File: src/rtl/imem_loader_pkg.sv
// ---------------------------------------------------------------------------
// imem_loader_pkg
// Shared definitions for the instruction-memory loader:
//   - default word-address and instruction-word widths
//   - loader FSM state encoding
//   - bytes-per-word helper and the stream byte-order constant
// ---------------------------------------------------------------------------
package imem_loader_pkg;

  localparam int ADDR_W_DEF = 30;  // PC[31:2] word-address path
  localparam int DATA_W_DEF = 32;  // instruction word width

  // Stream byte order: the first byte of each word lands in the top byte.
  localparam bit MSB_FIRST = 1'b1;

  typedef enum logic [1:0] {
    ST_IDLE  = 2'd0,
    ST_LOAD  = 2'd1,
    ST_WRITE = 2'd2,
    ST_DONE  = 2'd3
  } state_t;

  function automatic int bytes_per_word(input int data_w);
    return data_w / 8;
  endfunction

  // Width of a counter that indexes bytes within one word (at least 1 bit).
  function automatic int byte_cnt_w(input int data_w);
    return (data_w / 8 > 1) ? $clog2(data_w / 8) : 1;
  endfunction

endpackage

File: src/rtl/imem_loader_packer.sv
// ---------------------------------------------------------------------------
// imem_loader_packer (module byte_packer)
// Assembles a stream of bytes into one instruction word.
//   clk, reset_n : clock, asynchronous active-low reset
//   byte_en      : a byte transfers this cycle
//   byte_data    : the transferring byte
//   word_next    : the word formed by the stored bytes plus byte_data
//   word_ready   : byte_en is set and byte_data completes the word
// Only the first BYTES-1 bytes are stored; the final byte is merged
// combinationally so the word can be captured on the same edge it arrives.
// ---------------------------------------------------------------------------
module byte_packer
  import imem_loader_pkg::*;
#(
  parameter int DATA_W = DATA_W_DEF
) (
  input  logic              clk,
  input  logic              reset_n,
  input  logic              byte_en,
  input  logic [7:0]        byte_data,
  output logic [DATA_W-1:0] word_next,
  output logic              word_ready
);

  localparam int BYTES = bytes_per_word(DATA_W);
  localparam int CNT_W = byte_cnt_w(DATA_W);

  logic [CNT_W-1:0] byte_cnt;
  logic             last_byte;

  assign last_byte  = (byte_cnt == CNT_W'(BYTES - 1));
  assign word_ready = byte_en && last_byte;

  // NOTE: sequential state uses non-blocking assignments so every register
  // samples the pre-edge values, independent of statement order.
  always_ff @(posedge clk or negedge reset_n) begin
    if (!reset_n) begin
      byte_cnt <= '0;
    end else if (byte_en) begin
      byte_cnt <= last_byte ? '0 : byte_cnt + CNT_W'(1);
    end
  end

  generate
    if (BYTES == 1) begin : g_single
      assign word_next = byte_data;
    end else begin : g_multi
      logic [DATA_W-9:0] shift;

      if (MSB_FIRST) begin : g_msb
        assign word_next = {shift, byte_data};
      end else begin : g_lsb
        assign word_next = {byte_data, shift};
      end

      always_ff @(posedge clk or negedge reset_n) begin
        if (!reset_n) begin
          shift <= '0;
        end else if (byte_en) begin
          shift <= MSB_FIRST ? word_next[DATA_W-9:0] : word_next[DATA_W-1:8];
        end
      end
    end
  endgenerate

endmodule

File: src/rtl/imem_loader.sv
// ---------------------------------------------------------------------------
// imem_loader
// Writer side of the instruction-memory interface. Takes a big-endian byte
// stream, builds DATA_W-bit words and writes them to consecutive word
// addresses, holding the fetch stage for the whole load.
//   clk, reset_n            : clock, asynchronous active-low reset
//   start                   : load request, honoured only in IDLE
//   base_addr, word_count   : first word address / number of words
//   byte_valid, byte_data   : byte stream in, MSB of each word first
//   byte_ready              : loader accepts a byte this cycle (LOAD only)
//   imem_we/addr/wdata      : instruction-memory write port
//   fetch_hold, busy        : high from LOAD through DONE
//   done                    : one-cycle completion pulse
// Every output is a flop; nothing combinational reaches them from byte_valid.
// ---------------------------------------------------------------------------
module imem_loader
  import imem_loader_pkg::*;
#(
  parameter int ADDR_W = ADDR_W_DEF,
  parameter int DATA_W = DATA_W_DEF
) (
  input  logic              clk,
  input  logic              reset_n,
  input  logic              start,
  input  logic [ADDR_W-1:0] base_addr,
  input  logic [ADDR_W-1:0] word_count,
  input  logic              byte_valid,
  input  logic [7:0]        byte_data,
  output logic              byte_ready,
  output logic              imem_we,
  output logic [ADDR_W-1:0] imem_addr,
  output logic [DATA_W-1:0] imem_wdata,
  output logic              fetch_hold,
  output logic              busy,
  output logic              done
);

  state_t            state;
  logic [ADDR_W-1:0] addr_q;
  logic [ADDR_W-1:0] remain_q;
  logic              byte_en;
  logic [DATA_W-1:0] word_next;
  logic              word_ready;

  // byte_ready is only high in LOAD, so this also gates out bytes offered
  // in IDLE, WRITE and DONE; the source must keep holding them.
  assign byte_en = byte_valid && byte_ready;

  byte_packer #(
    .DATA_W (DATA_W)
  ) u_packer (
    .clk        (clk),
    .reset_n    (reset_n),
    .byte_en    (byte_en),
    .byte_data  (byte_data),
    .word_next  (word_next),
    .word_ready (word_ready)
  );

  // Outputs are registered next to the state so each one reflects the state
  // it belongs to; reset clears them asynchronously, aborting any load.
  always_ff @(posedge clk or negedge reset_n) begin
    if (!reset_n) begin
      state      <= ST_IDLE;
      addr_q     <= '0;
      remain_q   <= '0;
      byte_ready <= 1'b0;
      imem_we    <= 1'b0;
      imem_addr  <= '0;
      imem_wdata <= '0;
      fetch_hold <= 1'b0;
      busy       <= 1'b0;
      done       <= 1'b0;
    end else begin
      // Strobes default low; imem_addr/imem_wdata keep their last value.
      imem_we <= 1'b0;
      done    <= 1'b0;
      unique case (state)
        ST_IDLE: begin
          if (start) begin
            addr_q     <= base_addr;
            remain_q   <= word_count;
            busy       <= 1'b1;
            fetch_hold <= 1'b1;
            if (word_count == '0) begin
              state <= ST_DONE;
              done  <= 1'b1;
            end else begin
              state      <= ST_LOAD;
              byte_ready <= 1'b1;
            end
          end
        end
        ST_LOAD: begin
          if (word_ready) begin
            state      <= ST_WRITE;
            byte_ready <= 1'b0;
            imem_we    <= 1'b1;
            imem_addr  <= addr_q;
            imem_wdata <= word_next;
          end
        end
        ST_WRITE: begin
          // Address wraps silently at the top of the word space.
          addr_q   <= addr_q + ADDR_W'(1);
          remain_q <= remain_q - ADDR_W'(1);
          if (remain_q == ADDR_W'(1)) begin
            state <= ST_DONE;
            done  <= 1'b1;
          end else begin
            state      <= ST_LOAD;
            byte_ready <= 1'b1;
          end
        end
        ST_DONE: begin
          state      <= ST_IDLE;
          busy       <= 1'b0;
          fetch_hold <= 1'b0;
        end
        default: state <= ST_IDLE;
      endcase
    end
  end

endmodule

File: config.mk
export PLATFORM = sky130hd
export DESIGN_NAME = imem_loader
export DESIGN_NICKNAME = d
export VERILOG_FILES = /design/src/rtl/imem_loader_pkg.sv /design/src/rtl/imem_loader_packer.sv /design/src/rtl/imem_loader.sv
export SDC_FILE = /design/constraint.sdc
export NUM_CORES = 1
export LEC_CHECK = 0
export CORE_MARGIN = 1
export CORE_UTILIZATION = 47
export CTS_BUF_LIST = sky130_fd_sc_hd__clkbuf_2
export CTS_CLUSTER_SIZE = 16
export DETAILED_ROUTE_END_ITERATION = 7
export PLACE_DENSITY = 0.81
export REMOVE_ABC_BUFFERS = 1
export SYNTH_ARGS = -nofsm -noshare
export SYNTH_HDL_FRONTEND = slang
export SYNTH_SLANG_ARGS = --single-unit
File: constraint.sdc
create_clock -name clk -period 2.8 [get_ports clk]
set_clock_uncertainty 0.1 [all_clocks]
set_input_delay 0.42 -clock clk [delete_from_list [all_inputs] [get_ports clk]]
set_output_delay 0.42 -clock clk [all_outputs]
set_load 0.01 [all_outputs]
After elaboration in Yosys (flattened, before gate mapping)
Cells that the tools add are included.
{ "word_totals": {"register_bits": 154, "inputBits": 72} }
{ "classes": {"add_sub_neg": 3, "eq_ne": 9, "muxes": 23, "reduce_logical": 12} }
{ "op_table": {"columns": ["op", "count"], "rows": [
  ["one-hot mux 30 bit (2 select lines)", 2],
  ["two-way mux 30 bit", 2],
  ["adder 30 x 1 -> 30 bit, second input constant", 1],
  ["equality test 30 x 1 -> 1 bit, second input constant", 1],
  ["logical NOT 30 bit", 1],
  ["subtractor 30 x 1 -> 30 bit, second input constant", 1],
  ["two-way mux 1 bit", 10],
  ["two-way mux 2 bit", 5],
  ["one-hot mux 2 bit (4 select lines)", 1],
  ["AND reduction 2 bit", 4],
  ["equality test 2 bit, second input constant", 3],
  ["inequality test 2 bit, second input constant", 3],
  ["AND reduction 5 bit", 1],
  ["one-hot mux 1 bit (2 select lines)", 2],
  ["nonzero test 2 bit", 2],
  ["one-hot mux 1 bit (3 select lines)", 1],
  ["nonzero test 3 bit", 1],
  ["adder 2 x 1 -> 2 bit, second input constant", 1],
  ["equality test 2 x 1 -> 1 bit, second input constant", 1],
  ["logical AND 1 bit", 2],
  ["logical NOT 2 bit", 1],
  ["inequality test 2 x 1 -> 1 bit, second input constant", 1]
]} }

Depth between registers and ports, before layout
Gate-level depths: netlist of the first run.
{ "logic_depth": {"word_depth": 4, "depth_mapped": 8} }

Modules after synthesis
Synthesis of the first run repeated with hierarchy kept, for this count alone.
{ "hier_totals": {"hier_cells": 725, "hier_area_um2": 7385.8} }
{ "by_module_without_submodules": {"columns": ["mod", "instances", "cells_per_inst", "area_per_inst_um2", "seq_area_each_um2"], "rows": [
  ["imem_loader", 1, 659, 6244.7, 3203.1],
  ["byte_packer", 1, 66, 1141.1, 650.6]
]} }

Least setup slack after synthesis of the first run
OpenSTA, ideal clock, no wires.
{ "synth_path": {"path_kind": "reg-to-reg", "from": "reg remain_q[0]", "to": "reg remain_q[18]", "setup_time_ns": 0.137, "t_arrival_ns": 1.914, "t_required_ns": 2.563, "path_slack_ns": 0.649, "path_stages_with_launch": 8, "n_path_buf": 0, "period_less_slack_ns": 2.151, "path_cell_list": "dfrtp_1 > inv_1 > ha_1 > or4b_1 > nor3_1 > nand2b_1 > o211ai_1 > o311ai_1"} }
{ "synth_between": {"elab_chain_len": 2} }
{ "synth_lines": {"columns": ["element", "line_no", "rtl"], "rows": [
  ["from (decl)", "imem_loader.sv:40", "logic [ADDR_W-1:0] remain_q;"],
  ["from (signal assigned)", "imem_loader.sv:82", "remain_q <= word_count;"],
  ["from (signal assigned)", "imem_loader.sv:106", "remain_q <= remain_q - ADDR_W'(1);"],
  ["subtractor 30 x 1 -> 30 bit", "imem_loader.sv:106", null],
  ["one-hot mux 30 bit (2 select lines)", "imem_loader.sv:78", "unique case (state)"]
]} }
No other way between the ends.
A chain may end at the register's enable or synchronous reset.

Worst setup path in the final report of the first run
{ "layout_path": {"from": "reg remain_q[1]", "to": "reg remain_q[14]"} }
Same word-level chain as after synthesis.

==> metrics.md, run 1 <==
| Metric | Value |
|---|---|
| Buffers on Ports | `138` |
| Critical Path Sink Type | `flop` |
| Worst-case clock buffer depth | `2` |
| Starting density of the core | `48.9%` |
| Leak pwr | `3.65 nW` |
| N_diodes | `0` |
| Layout cells sized above 1 | `19.8%` |
| Slew Viols, Final | `0` |
| Setup crit start kind | `flop` |
| Worst R2R Start | `remain_q[1]` |
| Core Footprint | `14800 sq um` |
| Worst Tran Pin Value | `607 ps` |
| Register area | `3850 sq um` |
| Post-synth ARST share | `100%` |
| Seq/Total Area, Yosys | `53.5%` |
| Max Cap Viol | `0` |
| Final Util | `about 61%` |
| Total CTS buffers | `17` |
| Fmax | `0.403 GHz` |
| Multi-input combinational cell area | `3190 sq um` |
| Clock share of power | `13.2%` |
| Grt ovf | `0` |
| # DRC | `0` |
| P&R area growth vs syn | `25.8%` |
| GRT Overall Usage | `23.5%` |
| Final ANT Viol Nets | `0` |
| Primary FF master, synth | `dfrtp_1` |
| WL final | `18.0 mm` |
| Initial antenna violation count | `0` |
| Number of global-route vias before repair | `just under 6000` |
| CTS tree | `built` |
| Commonest non-fill, non-tap cells in the layout | `dfrtp_1 (154), clkdlybuf4s50_1 (137), mux2_2 (88)` |
| I/O Pins | `approximately 140` |
| Design Area, Final | `roughly 9100 sq um` |
| Critical path required time | `3330 ps` |
| Post-synth EDFFs | `0` |
| Critical-path cell list | `inv_1 > ha_1 > or4b_1 > or3_4 > nor3_2 > nor3_1 > a311oi_1` |
| Status | `completed` |
| Reg2reg path depth | `7` |
| Cells after Synth | `around 640` |
| Initial drt markers | `about 510` |
| Seq cells post-synth | `154` |
| Final Critical Period | `2480 ps` |
| Clock net sink count | `around 150` |
| Fillers | `1173` |
| Die area | `15800 sq um` |
| Wire length of the first global-routing pass | `29.7 mm` |
| DR vias | `roughly 5900` |
| DR pass1 iterations | `7` |
| Die height | `126 microns` |
| Switch share | `37.8%` |
| Slowest cell on the critical path | `or4b_1` |
| H-tree lvl count | `4` |
| Die Wd | `between 100 and 150 microns` |
| Synth warn | `0` |
| Syn Area/Cell | `~11 sq um` |
| Largest net degree at the start of global routing | `69` |
| Synth unique cells | `68` |
| Clock Latency Late Sink | `~710 ps` |
| Num rows | `44` |
| Seq pwr share | `about 46%` |
| Final Hold Vio Count | `0` |
| P_int | `5.65 mW` |
| CP Class | `reg2reg` |
| Peak supply drop | `between 0.0005 and 0.0006 V` |
| Internal reg-to-reg setup slack | `320 ps` |
| Arr. time, crit path | `approximately 3000 ps` |
| Max stage delay on crit path | `around 600 ps` |
| PwrDens | `1000 nW/um^2` |
| Nets | `~850` |
| Synth Cell Area | `7210 sq um` |
| Vias per inst | `6.01` |
| Tcrit/Tclk final | `88.6%` |
| Routability cong. | `0.853` |
| CP max FO | `6` |
| Combinational share of power | `40.5%` |
| Net switching power | `approximately 3.4 mW` |
| Hold Slack | `approximately 120 ps` |
| HP Class | `in2async` |
| Avg WL per Cell | `18.5 microns` |
| Total Power | `9.09 mW` |
| Hpwl dp | `12.6 mm` |
| Final setup fails | `0` |
| Clock transition at path regs | `250 ps` |
| Max-slew headroom | `approximately three fifths` |
| RSZ-0062 raised after global routing | `no` |
| Commonest non-fill, non-tap cell in the layout | `dfrtp_1` |
| Dpl cell area | `between 8000 and 9000 sq um` |
| Reg2reg end | `remain_q[14]` |
| Root buf cell | `clkbuf_2` |
## cell families (layout without fill, tap and decap cells)
| kind of cell | after synthesis | in the layout | synth area share [%] |
|---|---|---|---|
| AO/OA/AOI/OAI | 117 | 117 | 12.0 |
| adder cells (fa/ha/maj) | 4 | 4 | 0.694 |
| buffers and inverters | 40 | 193 | 2.53 |
| flip-flops | 154 | 154 | 53.5 |
| multiplexers | 91 | 91 | 14.2 |
| AND/OR/NAND/NOR | 230 | 230 | 17.1 |
## area by class of cell
type	instances	share of cell area [%]
multi-input cells	442	35.1
well taps	184	2.54
inverters	6	0.248
repair buffers	156	17.2
clock buffers	17	0.938
flip-flops and latches	154	42.5
clock inverters	14	1.50
## stage by stage
step	cells	TNS, ps	worst slack (ps)
after floorplan	602	-120290	-1870
after global placement	941	0	371
after detailed placement	941	0	310
after CTS	973	0	375
after global routing	973	0	156
final	973	0	319
## Yosys cell counts (3+ instances only)
library cell	n	share of area (%)
dfrtp_1	154	53
mux2_2	88	14
nand2_1	58	3.0
nor2_1	51	2.7
nand3_1	23	1.6
clkbuf_1	18	0.94
nor4_1	18	1.6
nor3_1	17	1.2
o21ai_0	16	1.1
a21oi_1	15	1.0
o211ai_1	14	1.5
nand4_1	12	1.0
buf_2	11	0.76
and3_1	9	0.78
a221o_1	8	1.1
a311oi_1	8	0.97
a211oi_1	6	0.62
inv_1	6	0.31
or3_1	6	0.52
a21o_1	5	0.52
nand2b_1	5	0.43
o311ai_0	5	0.61
a22oi_1	4	0.42
ha_1	4	0.69
nor3b_1	4	0.42
o22ai_1	4	0.35
o311ai_1	4	0.49
a221oi_1	3	0.36
a31oi_1	3	0.26
and2_1	3	0.26
and4_1	3	0.36
mux2i_1	3	0.42
nor3_2	3	0.42
o31a_1	3	0.36
o31ai_1	3	0.31
## worst max-delay path by stage
stage                start      endpoint  slack (ps)  cells after the start
3_5_place_dp         start     addr_q[2]         310                      5
6_report       remain_q[1]  remain_q[14]         320                      7
3_3_place_gp         start    addr_q[12]         370                      5
5_1_grt        remain_q[1]  remain_q[14]         160                      7
2_1_floorplan     state[1]    addr_q[15]       -1870                      4
4_1_cts        remain_q[1]  remain_q[14]         370                      7
## power groups by stage
stage | sequential [mW] | combinational [mW] | clock (mW)
6_report | 4.21 | 3.69 | 1.20
5_1_grt | 4.37 | 3.99 | 1.32
4_1_cts | 4.19 | 3.72 | 1.23
3_5_place_dp | 4.24 | 3.71 | 0
3_3_place_gp | 4.16 | 3.56 | 0
2_1_floorplan | 4.20 | 1.86 | 0
## metal layers
metal | global-route usage, % | wire (microns)
met2 | 38.5 | 8720
met5 | 0 | 0
met4 | 8.65 | 454
met3 | 4.63 | 1010
met1 | 31.0 | 7770
## sequential cells by signal, indices dropped and copies added (netlist names)
signal                  count
u_packer.byte_cnt           2
imem_we                     1
u_packer.g_multi.shift     24
done                        1
imem_wdata                 32
remain_q                   30
addr_q                     30
imem_addr                  30
state                       2
busy                        1
byte_ready                  1
## worst max-delay path, delay by kind of cell, from the launching register on
| kind | cells | cell delay, ps |
|---|---|---|
| buf+inv | 1 | 130 |
| compound gates | 1 | 200 |
| fa+ha+maj | 1 | 200 |
| simple gates | 4 | 1320 |
| flops | 1 | 460 |
## timing repair
action,CTS,global route
endpoints found under the hold margin,96,0
buffers inserted,0,0
hold buffers,1,0
resized for setup,0,0
(Power assumes the default switching activity.)
==> inputs of run 2 (changes only) <==
Settings changed: CTS_BUF_LIST sky130_fd_sc_hd__clkbuf_2 to sky130_fd_sc_hd__clkbuf_8, REMOVE_ABC_BUFFERS 1 to unset.
==> run 2 against run 1 <==
  * Via count increased by 1.2%
  * Combinational power hardly changed
  * Global-route usage grew 1.3 points
  * First-iteration DRC count rose by 11%
  * Sequential share of layout area down 1.1 points
  * Sequential power increased by 1%
  * Critical endpoint is now remain_q[26]
  * Register-to-register slack worse by 30 ps
  * Cell area rose by 2.7%
  * Flip-flop and latch count is the same
==> metrics.md, run 2 (synthesized netlist as in run 1, its figures left out) <==
| Metric | Value |
|---|---|
| Worst Tran Pin Value | `891 ps (+284 ps)` |
| WL final | `18.9 mm (+5.3%)` |
| CP Class | `reg2reg` |
| Setup crit start kind | `flop` |
| CP delay by family, top | `simple AND/OR/NAND/NOR gates` |
| # hold bufs at CTS | `1 (unchanged)` |
| Dpl cell area | `8850 sq um (about the same)` |
| Fillers | `1154 (-1.6%)` |
| Commonest non-fill, non-tap cell in the layout | `dfrtp_1` |
| Max stage delay on crit path | `570 ps (-30 ps)` |
| Critical path required time | `3030 ps (-300 ps)` |
| Die height | `126 microns (unchanged)` |
| Seq pwr share | `43.2% (-3.1 points)` |
| Avg WL per Cell | `19.4 microns (+5.3%)` |
| Post-cts sizing count | `0 (unchanged)` |
| Peak supply drop | `0.000576 V (+5.4%)` |
| H-tree lvl count | `4 (unchanged)` |
| Die area | `15800 sq um (unchanged)` |
| Origin of the worst setup path | `remain_q[9]` |
| Buf/Inv on CP | `0 (-1)` |
| N_diodes | `0 (unchanged)` |
| DR pass1 iterations | `5 (-2)` |
| Critical Path Sink Type | `flop` |
| I/O Pins | `139 (unchanged)` |
| Switch share | `34.8% (-3.0 points)` |
| # DRC | `0 (unchanged)` |
| Grt ovf | `0 (unchanged)` |
| Starting density of the core | `48.9% (unchanged)` |
| Routability cong. | `0.887 (+4.0%)` |
| Net switching power | `3.44 mW (about the same)` |
| Initial drt markers | `564 (+11%)` |
| Num rows | `44 (unchanged)` |
| Placed insts | `942 (+0.11%)` |
| Slowest cell on the critical path | `nor4_1` |
| Critical-path cell list | `nor3_1 > nand4_1 > nor4_1 > a31oi_1 > a21boi_0` |
| Total CTS buffers | `17 (unchanged)` |
| Number of global-route vias before repair | `5742 (-1.8%)` |
| Tcrit/Tclk final | `89.8% (+1.2 points)` |
| Initial antenna violation count | `0 (unchanged)` |
| RSZ-0062 raised after global routing | `no` |
| Final setup fails | `0 (unchanged)` |
| DR vias | `5923 (+1.2%)` |
| Number of flip-flops in the largest register | `32 (unchanged)` |
| Clock transition at path regs | `80 ps (-170 ps)` |
| Leak pwr | `3.74 nW (+2.5%)` |
| P_int | `6.43 mW (+14%)` |
| Clock share of power | `19.4% (+6.2 points)` |
| Commonest non-fill, non-tap cells in the layout | `dfrtp_1 (154), clkdlybuf4s50_1 (137), mux2_2 (88)` |
| Vias per inst | `6.09 (+1.2%)` |
| Combinational share of power | `37.4% (-3.1 points)` |
| CP max FO | `9 (+3)` |
| Syn nets | `roughly 700` |
| Design Area, Final | `9310 sq um (+2.7%)` |
| CTS tree | `built` |
| Worst-case clock buffer depth | `2 (unchanged)` |
| HP Class | `in2async` |
| PwrDens | `1060 nW/um^2 (+5.8%)` |
| P&R area growth vs syn | `29.2%` |
| Nets | `854 (+0.12%)` |
| # Post-CTS Setup Buffers | `0 (unchanged)` |
| Layout cells sized above 1 | `20.0% (+0.25 points)` |
| Largest net degree at the start of global routing | `63 (-8.7%)` |
| Status | `completed` |
| Root buf cell | `clkbuf_8` |
| Slew Viols, Final | `0 (unchanged)` |
| Max-slew headroom | `40.0% (-19 points)` |
| Final Critical Period | `2510 ps (+34.0 ps)` |
| Max Cap Viol | `0 (unchanged)` |
| Arr. time, crit path | `2750 ps (-260 ps)` |
| Final ANT Viol Nets | `0 (unchanged)` |
| Wire length of the first global-routing pass | `30.7 mm (+3.3%)` |
| Clock Latency Late Sink | `440 ps (-270 ps)` |
| Die Wd | `126 microns (unchanged)` |
| Worst R2R Start | `remain_q[9]` |
| Hpwl dp | `13.3 mm (+6.1%)` |
| Clock net sink count | `154 (unchanged)` |
| Final Hold Vio Count | `0 (unchanged)` |
| Setup TNS | `0 ps (unchanged)` |
| Reg with most FFs | `imem_wdata` |
| Total Power | `9.88 mW (+8.6%)` |
| GRT Overall Usage | `24.7% (+1.3 points)` |
| Core Footprint | `14800 sq um (unchanged)` |
| Non-filler instance count after layout | `973 (unchanged)` |
| Buffers on Ports | `138 (unchanged)` |
| Fmax | `0.398 GHz (-1.4%)` |
-- run 2: cell types whose count changed in the layout (fill, tap and decap cells not counted), sizes merged --
cell / before / now
clkinv: 5 / 1
clkinvlp: 2 / 4
clkbuf: 17 / 19
bufinv: 1 / 5
buf: 18 / 19
inv: 12 / 7
-- run 2: worst paths after layout --
check	end	slack [ps]	depth (start not counted)
worst max-delay path	remain_q[26]	290	5
worst min-delay path	remain_q[28]	390	2
worst max register to register	remain_q[26]	290	5
worst min register to register	imem_wdata[0]	410	1
max in group asynchronous	state[1]	1430	3
min in group clk	imem_wdata[0]	410	1
-- run 2: power groups by stage --
stage               registers, mW  logic, mW  clock network, mW
global route                 4.41       3.99               2.04
floorplan                    4.18       1.95                  0
detailed placement           4.27       3.68                  0
global placement             4.18       3.55                  0
CTS                          4.24       3.71               1.95
finish                       4.26       3.69               1.92
-- run 2: area by class of cell --
cell class / count / area, sq um / share of cell area (%)
tap: 184 / 230 / 2.47
multi-input combinational: 442 / 3190 / 34.2
inverter: 6 / 22.5 / 0.242
clock inverter: 11 / 194 / 2.08
sequential: 154 / 3850 / 41.4
timing repair buffer: 157 / 1570 / 16.8
clock buffer: 19 / 262 / 2.81
-- run 2: routing by layer --
| metal | global-route usage (%) | share of wire, % | up-vias |
|---|---|---|---|
| met3 | 4.55 | 5.5 | 42 |
| met5 | 0 | 0 | - |
| li1 | - | - | 2686 |
| met4 | 9.14 | 2.9 | 0 |
| met2 | 40.2 | 48 | 258 |
| met1 | 33.3 | 44 | 2937 |
-- run 2: stage by stage --
stage | worst slack [ps] | util [%] | hold WS, ps
final | 285 | 63.1 | 389
after global routing | 77.5 | 63.1 | 420
after CTS | 410 | 63.1 | 404
after detailed placement | 223 | 60.0 | 346
after global placement | 256 | 60.0 | 340
after floorplan | 649 | - | 24.4
